`src/rtl/cpu_params_pkg.sv`:
```
// Purpose: shared pipeline sizing defaults for the RV32IM core.
// Latency: n/a (constants only).
// Backpressure: n/a.
package cpu_params_pkg;

  // Pending-result FIFO entries in write-back (power of 2, >= 2).
  localparam int WB_DEPTH_DEFAULT = 2;

  // Width of the retired-instruction counter behind CSR instret.
  localparam int INSTRET_W_DEFAULT = 64;

endpackage

```
`src/rtl/cpu_structs_pkg.sv`:
```
// Purpose: inter-stage payload types for the RV32IM pipeline.
// Latency: n/a (types and pure functions only).
// Backpressure: n/a.
package cpu_structs_pkg;

  // Memory -> Write-back result.
  typedef struct packed {
    logic        Rd_wr;
    logic [4:0]  Rd_addr;
    logic [31:0] Rd_data;
  } MEM_2_WB;

  // True when a result really updates the GPR file; x0 is hard-wired to zero,
  // so a write aimed at it is architecturally a no-op.
  function automatic logic gpr_writes(input MEM_2_WB e);
    return e.Rd_wr && (e.Rd_addr != 5'd0);
  endfunction

endpackage

```
`src/rtl/wb_fifo.sv`:
```
// Purpose: pending write-back result queue with a youngest-first GPR match vector.
// Latency: push visible to match/head on the cycle after the accepting edge.
// Backpressure: caller must not push when full; push/pop are also gated internally.
//
// Ports:
//   clk_in, reset_in      clock, async active-high reset
//   push_vld / push_dat   enqueue request and payload
//   pop                   dequeue the head entry
//   head_dat              oldest entry
//   full, empty           occupancy flags
//   match_addr            GPR address to look up
//   match_vec / match_dat per-entry hit and data, index 0 = youngest entry
module wb_fifo
  import cpu_structs_pkg::*;
#(
  parameter int DEPTH = 2
) (
  input  logic                   clk_in,
  input  logic                   reset_in,
  input  logic                   push_vld,
  input  MEM_2_WB                push_dat,
  input  logic                   pop,
  output MEM_2_WB                head_dat,
  output logic                   full,
  output logic                   empty,
  input  logic [4:0]             match_addr,
  output logic [DEPTH-1:0]       match_vec,
  output logic [DEPTH-1:0][31:0] match_dat
);

  localparam int PTR_W = $clog2(DEPTH);
  localparam int OCC_W = PTR_W + 1;

  MEM_2_WB            mem_q [DEPTH];
  MEM_2_WB            mem_d [DEPTH];
  logic [PTR_W-1:0]   wr_ptr_q, wr_ptr_d;
  logic [PTR_W-1:0]   rd_ptr_q, rd_ptr_d;
  logic [OCC_W-1:0]   count_q, count_d;
  logic               push_ok;
  logic               pop_ok;

  assign full     = (count_q == OCC_W'(DEPTH));
  assign empty    = (count_q == '0);
  assign head_dat = mem_q[rd_ptr_q];

  always_comb begin
    push_ok  = push_vld && !full;
    pop_ok   = pop && !empty;
    mem_d    = mem_q;
    if (push_ok) begin
      mem_d[wr_ptr_q] = push_dat;
    end
    // Pointers are exactly log2(DEPTH) bits, so they wrap for free.
    wr_ptr_d = wr_ptr_q + PTR_W'(push_ok);
    rd_ptr_d = rd_ptr_q + PTR_W'(pop_ok);
    count_d  = count_q + OCC_W'(push_ok) - OCC_W'(pop_ok);
  end

  // Walk back from the write pointer so slot 0 is always the newest entry;
  // only the first count_q slots hold live results.
  always_comb begin
    logic [PTR_W-1:0] slot;
    slot      = '0;
    match_vec = '0;
    match_dat = '0;
    for (int i = 0; i < DEPTH; i++) begin
      slot         = wr_ptr_q - PTR_W'(i + 1);
      match_vec[i] = (OCC_W'(i) < count_q) && gpr_writes(mem_q[slot]) &&
                     (mem_q[slot].Rd_addr == match_addr);
      match_dat[i] = mem_q[slot].Rd_data;
    end
  end

  always_ff @(posedge clk_in or posedge reset_in) begin
    if (reset_in) begin
      for (int i = 0; i < DEPTH; i++) begin
        mem_q[i] <= '0;
      end
      wr_ptr_q <= '0;
      rd_ptr_q <= '0;
      count_q  <= '0;
    end else begin
      mem_q    <= mem_d;
      wr_ptr_q <= wr_ptr_d;
      rd_ptr_q <= rd_ptr_d;
      count_q  <= count_d;
    end
  end

endmodule

```
`src/rtl/wb_stage.sv`:
```
// Purpose: RV32IM write-back stage: queue MEM results, retire one per cycle to the GPRs.
// Latency: accept at edge t into an empty queue -> GPR write strobe during t+1..t+2.
// Backpressure: m2w_rdy drops when full, halted or in reset; wb_stall_in freezes retirement.
//
// Ports:
//   clk_in, reset_in           clock, async active-high reset
//   cpu_halt                   stop accepting, keep draining
//   m2w_valid/m2w_rdy/m2w_data Memory-stage result handshake
//   wb_stall_in                GPR port borrowed elsewhere; hold retirement
//   gpr_wr/gpr_addr/gpr_data   registered GPR write port
//   fwd_addr_in/fwd_hit/fwd_data  youngest-first forwarding of pending writes
//   instret                    retired-instruction count
module wb_stage
  import cpu_params_pkg::*;
  import cpu_structs_pkg::*;
#(
  parameter int WB_DEPTH = WB_DEPTH_DEFAULT,
  parameter int CNT_W    = INSTRET_W_DEFAULT
) (
  input  logic             clk_in,
  input  logic             reset_in,
  input  logic             cpu_halt,
  input  logic             m2w_valid,
  output logic             m2w_rdy,
  input  MEM_2_WB          m2w_data,
  input  logic             wb_stall_in,
  output logic             gpr_wr,
  output logic [4:0]       gpr_addr,
  output logic [31:0]      gpr_data,
  input  logic [4:0]       fwd_addr_in,
  output logic             fwd_hit,
  output logic [31:0]      fwd_data,
  output logic [CNT_W-1:0] instret
);

  MEM_2_WB                   head_dat;
  logic                      fifo_full;
  logic                      fifo_empty;
  logic [WB_DEPTH-1:0]       match_vec;
  logic [WB_DEPTH-1:0][31:0] match_dat;
  logic                      push_vld;
  logic                      pop;

  logic                      gpr_wr_q, gpr_wr_d;
  logic [4:0]                gpr_addr_q, gpr_addr_d;
  logic [31:0]               gpr_data_q, gpr_data_d;
  logic [CNT_W-1:0]          instret_q, instret_d;

  wb_fifo #(
    .DEPTH (WB_DEPTH)
  ) u_fifo (
    .clk_in     (clk_in),
    .reset_in   (reset_in),
    .push_vld   (push_vld),
    .push_dat   (m2w_data),
    .pop        (pop),
    .head_dat   (head_dat),
    .full       (fifo_full),
    .empty      (fifo_empty),
    .match_addr (fwd_addr_in),
    .match_vec  (match_vec),
    .match_dat  (match_dat)
  );

  // No full-bypass: a full queue refuses even when it retires this cycle,
  // which keeps rdy off the retire/stall timing path.
  always_comb begin
    m2w_rdy  = !reset_in && !cpu_halt && !fifo_full;
    push_vld = m2w_valid && m2w_rdy;
    pop      = !fifo_empty && !wb_stall_in;
  end

  // Retire register: x0 targets still retire (and count) but never strobe.
  always_comb begin
    gpr_wr_d   = 1'b0;
    gpr_addr_d = gpr_addr_q;
    gpr_data_d = gpr_data_q;
    if (pop) begin
      gpr_wr_d   = gpr_writes(head_dat);
      gpr_addr_d = head_dat.Rd_addr;
      gpr_data_d = head_dat.Rd_data;
    end
    instret_d = instret_q + CNT_W'(pop);
  end

  // Oldest source first, younger sources overwrite: the retire register,
  // then queue slots from oldest (highest index) to youngest (index 0).
  always_comb begin
    fwd_hit  = 1'b0;
    fwd_data = '0;
    if (gpr_wr_q && (gpr_addr_q == fwd_addr_in)) begin
      fwd_hit  = 1'b1;
      fwd_data = gpr_data_q;
    end
    for (int i = WB_DEPTH - 1; i >= 0; i--) begin
      if (match_vec[i]) begin
        fwd_hit  = 1'b1;
        fwd_data = match_dat[i];
      end
    end
  end

  always_ff @(posedge clk_in or posedge reset_in) begin
    if (reset_in) begin
      gpr_wr_q   <= 1'b0;
      gpr_addr_q <= '0;
      gpr_data_q <= '0;
      instret_q  <= '0;
    end else begin
      gpr_wr_q   <= gpr_wr_d;
      gpr_addr_q <= gpr_addr_d;
      gpr_data_q <= gpr_data_d;
      instret_q  <= instret_d;
    end
  end

  assign gpr_wr   = gpr_wr_q;
  assign gpr_addr = gpr_addr_q;
  assign gpr_data = gpr_data_q;
  assign instret  = instret_q;

endmodule

```
`config.mk`:
```
export PLATFORM = sky130hd
export DESIGN_NAME = wb_stage
export DESIGN_NICKNAME = d
export VERILOG_FILES = /design/src/rtl/cpu_params_pkg.sv /design/src/rtl/cpu_structs_pkg.sv /design/src/rtl/wb_fifo.sv /design/src/rtl/wb_stage.sv
export SDC_FILE = /design/constraint.sdc
export NUM_CORES = 1
export LEC_CHECK = 0
export CAP_MARGIN = 20
export CORE_MARGIN = 2
export CORE_UTILIZATION = 40
export CTS_CLUSTER_SIZE = 12
export DETAILED_ROUTE_END_ITERATION = 6
export GPL_ROUTABILITY_DRIVEN = 1
export PLACE_DENSITY = 0.66
export SLEW_MARGIN = 20
export SYNTH_ARGS = -nofsm -noshare
export SYNTH_HDL_FRONTEND = slang
export SYNTH_HIERARCHICAL = 1
export SYNTH_SLANG_ARGS = --single-unit
```
`constraint.sdc`:
```
create_clock -name clk_in -period 8.75 [get_ports clk_in]
set_input_delay 1.75 -clock clk_in [delete_from_list [all_inputs] [get_ports clk_in]]
set_output_delay 1.75 -clock clk_in [all_outputs]
set_load 0.01 [all_outputs]
```
==> run_summary.xml <==
<?xml version="1.0" encoding="UTF-8"?>
<metrics>
  <group name="hold_path">
    <metric name="min_path_cells" unit="">1</metric>
    <metric name="hold_path_startpoint" unit="">instret[63]$_DFF_PP0_</metric>
    <metric name="worstHoldEndpoint" unit="">instret[63]$_DFF_PP0_</metric>
    <metric name="hold_class" unit="">reg -&gt; reg</metric>
  </group>
  <group name="routing">
    <metric name="first_pass_iters" unit="">4</metric>
    <metric name="count_of_routing_violations_after_the_opening_detailed_route_iteration" unit="">307</metric>
    <metric name="dr_total_vias" unit="">6833</metric>
    <metric name="drt_drc_violations_left" unit="">0</metric>
    <metric name="finalWirelength" unit="um">23800</metric>
    <metric name="detail_route.vias_per_cell" unit="">5.23</metric>
    <metric name="ant_nets" unit="">0</metric>
    <metric name="route.detailed.wl_per_inst" unit="um">18.2</metric>
  </group>
  <group name="yosys">
    <metric name="yosys.area.top_type_share" unit="">0.477</metric>
    <metric name="synth_common_cells" unit="">sky130_fd_sc_hd__mux2_2, sky130_fd_sc_hd__dfrtp_1, sky130_fd_sc_hd__nand2_1</metric>
    <metric name="yosysTopAreaCell" unit="">sky130_fd_sc_hd__dfrtp_1</metric>
    <metric name="synth-async-reset-ratio" unit="">1.00</metric>
    <metric name="yosysWarnings" unit="">6</metric>
    <metric name="synth_most_common_cell" unit="">sky130_fd_sc_hd__mux2_2</metric>
    <metric name="ys_types" unit="">45</metric>
    <metric name="synth.ff_latch_count" unit="">182</metric>
    <metric name="synth_top_area_cells" unit="">sky130_fd_sc_hd__dfrtp_1, sky130_fd_sc_hd__mux2_2, sky130_fd_sc_hd__xor2_1</metric>
    <metric name="synth_area" unit="mm^2">0.00954</metric>
    <metric name="synth.avg_cell_area" unit="um^2">11.9</metric>
    <metric name="synth_seq_area_share" unit="">0.477</metric>
    <metric name="count_of_flip_flops_with_a_built_in_enable_after_synthesis" unit="">0</metric>
    <metric name="synthesis.nets" unit="">857</metric>
    <metric name="postSynthCellCount" unit="">803</metric>
    <metric name="postSynth.topFlopCell" unit="">sky130_fd_sc_hd__dfrtp_1</metric>
  </group>
  <group name="pwr">
    <metric name="cellPowerDensity" unit="mW/mm^2">299</metric>
    <metric name="share_comb_of_total_power" unit="">0.384</metric>
    <metric name="switching_power" unit="uW">1170</metric>
    <metric name="switching_share" unit="">0.318</metric>
    <metric name="p_leak" unit="uW">0.00517</metric>
    <metric name="clock_power_share" unit="">0.229</metric>
    <metric name="ir_drop" unit="V">0.000118</metric>
    <metric name="power.internal" unit="uW">2510</metric>
    <metric name="power.sequential.fraction" unit="">0.387</metric>
  </group>
  <group name="finish">
    <metric name="layout-area-overhead-vs-synth" unit="%">29.4</metric>
    <metric name="fin_nets" unit="">1028</metric>
    <metric name="postLayoutCoreUtil" unit="">0.526</metric>
    <metric name="post_route_cell_area" unit="mm^2">0.0123</metric>
    <metric name="share_of_final_layout_standard_cells_stronger_than_drive_strength_1" unit="">0.286</metric>
  </group>
  <group name="setup_path">
    <metric name="reg2regPathDepth" unit="">10</metric>
    <metric name="critPathLaunchType" unit="">input pin</metric>
    <metric name="cp_max_fo" unit="">34</metric>
    <metric name="critical_path.reg2reg.startpoint" unit="">u_fifo/count_q[1]$_DFF_PP0_</metric>
    <metric name="cp.required" unit="ps">7000</metric>
    <metric name="worstSetupEndpointType" unit="">output port</metric>
    <metric name="r2r_setup_slack" unit="ps">5120</metric>
    <metric name="timing_worst_setup_path_type" unit="">in -&gt; out</metric>
    <metric name="timing.rr.end" unit="">instret[60]$_DFF_PP0_</metric>
    <metric name="worst_ep_arrival_time" unit="ps">5030</metric>
  </group>
  <group name="sta">
    <metric name="worst-slew-pin-transition" unit="ps">924</metric>
    <metric name="final.setup.worst_slack" unit="ps">1970</metric>
    <metric name="clock.fmax" unit="MHz">148</metric>
    <metric name="timing.final.setup_violations" unit="">0</metric>
    <metric name="worst_hold_slack" unit="ps">491</metric>
    <metric name="final_period_demand_of_the_worst_path" unit="ps">6780</metric>
    <metric name="final-hold-violation-count" unit="">0</metric>
    <metric name="slew_violations" unit="">0</metric>
    <metric name="max_slew_margin" unit="">0.384</metric>
    <metric name="clock-skew-final" unit="ps">10.4</metric>
    <metric name="final.period_utilization" unit="">0.774</metric>
    <metric name="unrepaired_setup_endpoints_after_global_routing" unit="">no</metric>
    <metric name="total_negative_setup_slacks" unit="ps">0</metric>
  </group>
  <group name="clock_network">
    <metric name="cts_repair_resize_count" unit="">0</metric>
    <metric name="cts.hold.buffers_added" unit="">0</metric>
    <metric name="clock_insertion_delay_worst_skew" unit="ps">420</metric>
    <metric name="cts_root_buf" unit="">sky130_fd_sc_hd__clkbuf_16</metric>
    <metric name="cts_max_level" unit="">4</metric>
    <metric name="ctsLongestPathBuffers" unit="">2</metric>
    <metric name="worst_setup_hold_path_clk_slew" unit="ps">60</metric>
    <metric name="cts_made_buffers" unit="">17</metric>
    <metric name="clock_sink_count" unit="">182</metric>
    <metric name="cts.repair_timing.setup_buffer_count" unit="">0</metric>
    <metric name="cts_tree" unit="">built</metric>
  </group>
  <group name="placed_design">
    <metric name="hpwl" unit="um">15400</metric>
    <metric name="dpl_cell_area" unit="mm^2">0.0117</metric>
    <metric name="place_ws" unit="ps">1950</metric>
    <metric name="io_buffers" unit="">183</metric>
    <metric name="place_congestion" unit="">0.803</metric>
  </group>
  <group name="floorplanning">
    <metric name="floorplan.initialDensity" unit="">0.406</metric>
    <metric name="die_w" unit="um">158</metric>
    <metric name="io_pins" unit="">184</metric>
    <metric name="core.rowCount" unit="">56</metric>
    <metric name="fp.dieArea" unit="mm^2">0.0251</metric>
    <metric name="core-area" unit="mm^2">0.0235</metric>
    <metric name="die_h" unit="um">158</metric>
  </group>
  <group name="status">
    <metric name="outcome" unit="">finished, final reports clean</metric>
  </group>
  <group name="grt">
    <metric name="antenna_violations_before_repair" unit="">2</metric>
    <metric name="first_global_vias" unit="">6943</metric>
    <metric name="grt-ovfl-total" unit="">0</metric>
    <metric name="first_pass_grt_wire_length" unit="um">37900</metric>
    <metric name="grt_util_all_layers" unit="">0.194</metric>
    <metric name="grt_start_max_net_pins" unit="">81</metric>
  </group>
  <group name="job">
    <metric name="max_cap_viol_count" unit="">0</metric>
  </group>
</metrics>
flip-flops by register name (all words and copies together) (netlist names):
register / flops
u_fifo/mem_q: 76
u_fifo/rd_ptr_q: 1
gpr_data: 32
gpr_wr: 1
gpr_addr: 5
u_fifo/wr_ptr_q: 1
instret: 64
u_fifo/count_q: 2
stage by stage:
stage / total power (uW) / cells
floorplan: 2370 / 803
global placement: 2830 / 1274
detailed placement: 2860 / 1274
CTS: 3730 / 1305
global route: 3910 / 1305
finish: 3690 / 1306
worst max-delay path, cell delays in order:
cell and delay (ps):
sky130_fd_sc_hd__clkdlybuf4s50_1 590, sky130_fd_sc_hd__xnor2_1 150, sky130_fd_sc_hd__nor2_1 60, sky130_fd_sc_hd__a311o_1 360, sky130_fd_sc_hd__a2111oi_4 320, sky130_fd_sc_hd__buf_4 460, sky130_fd_sc_hd__nor3_2 100, sky130_fd_sc_hd__buf_4 300
sky130_fd_sc_hd__a22oi_1 180, sky130_fd_sc_hd__o21ai_0 180, sky130_fd_sc_hd__clkdlybuf4s50_1 560
worst max-delay path by stage:
stage / from / to / slack (ps) / cells past startpoint
5_1_grt: fwd_addr_in[3] / fwd_data[3] / 1810 / 11
3_5_place_dp: fwd_addr_in[3] / fwd_data[25] / 1950 / 11
6_report: fwd_addr_in[3] / fwd_data[25] / 1970 / 11
2_1_floorplan: fwd_addr_in[3] / fwd_data[19] / 3520 / 8
3_3_place_gp: fwd_addr_in[3] / fwd_data[25] / 2010 / 11
4_1_cts: fwd_addr_in[3] / fwd_data[25] / 1950 / 11
per-layer routing:
| layer | routed length (um) | up-vias | global-route usage |
|---|---|---|---|
| li1 | - | 3221 | - |
| met1 | 11000 | 3431 | 0.257 |
| met2 | 10900 | 162 | 0.312 |
| met3 | 1680 | 17 | 0.0615 |
| met4 | 237 | 2 | 0.0472 |
| met5 | 17 | - | 0 |
logic make-up (layout without fill, tap and decap cells):
kind of cell | after synthesis | after routing | share of synthesized area
AOI/OAI and AO/OA | 74 | 74 | 0.0521
xor gates and xnor gates | 80 | 80 | 0.0734
adders and majority gates | 6 | 6 | 0.00787
buffers and inverters | 62 | 245 | 0.0283
DFF | 182 | 182 | 0.477
muxes | 222 | 222 | 0.261
other | 0 | 1 | 0
and+or+nand+nor | 177 | 177 | 0.0997
layout make-up:
cell class              count  area, um^2
diodes                      1        2.50
clock buffers              17         425
clock inverters            14         221
fillers                  2112       11100
inverters                  21        82.6
multi-input cells         559        4750
flip-flops and latches    182        4560
well taps                 319         399
repair buffers            193        1910
cell usage in the layout, fill, tap and decap left out, types with 6 or more instances in the layout:
master	instances
sky130_fd_sc_hd__a21oi_1	10
sky130_fd_sc_hd__a221oi_1	8
sky130_fd_sc_hd__a22oi_1	24
sky130_fd_sc_hd__and3_1	8
sky130_fd_sc_hd__buf_4	9
sky130_fd_sc_hd__clkbuf_16	17
sky130_fd_sc_hd__clkdlybuf4s50_1	183
sky130_fd_sc_hd__dfrtp_1	180
sky130_fd_sc_hd__inv_1	19
sky130_fd_sc_hd__mux2_2	216
sky130_fd_sc_hd__mux2i_1	6
sky130_fd_sc_hd__nand2_1	56
sky130_fd_sc_hd__nand3_1	21
sky130_fd_sc_hd__nand4_1	10
sky130_fd_sc_hd__nor2_1	27
sky130_fd_sc_hd__nor3_1	15
sky130_fd_sc_hd__nor4_1	8
sky130_fd_sc_hd__o21ai_0	25
sky130_fd_sc_hd__xnor2_1	33
sky130_fd_sc_hd__xor2_1	47
power by group through the flow:
stage	clock network (uW)	logic (uW)	registers [uW]
CTS	871	1430	1430
global placement	0	1400	1430
finish	843	1420	1430
detailed placement	0	1420	1440
floorplan	0	986	1390
global route	904	1530	1480
Note: power is estimated with default switching activity, not from simulation.
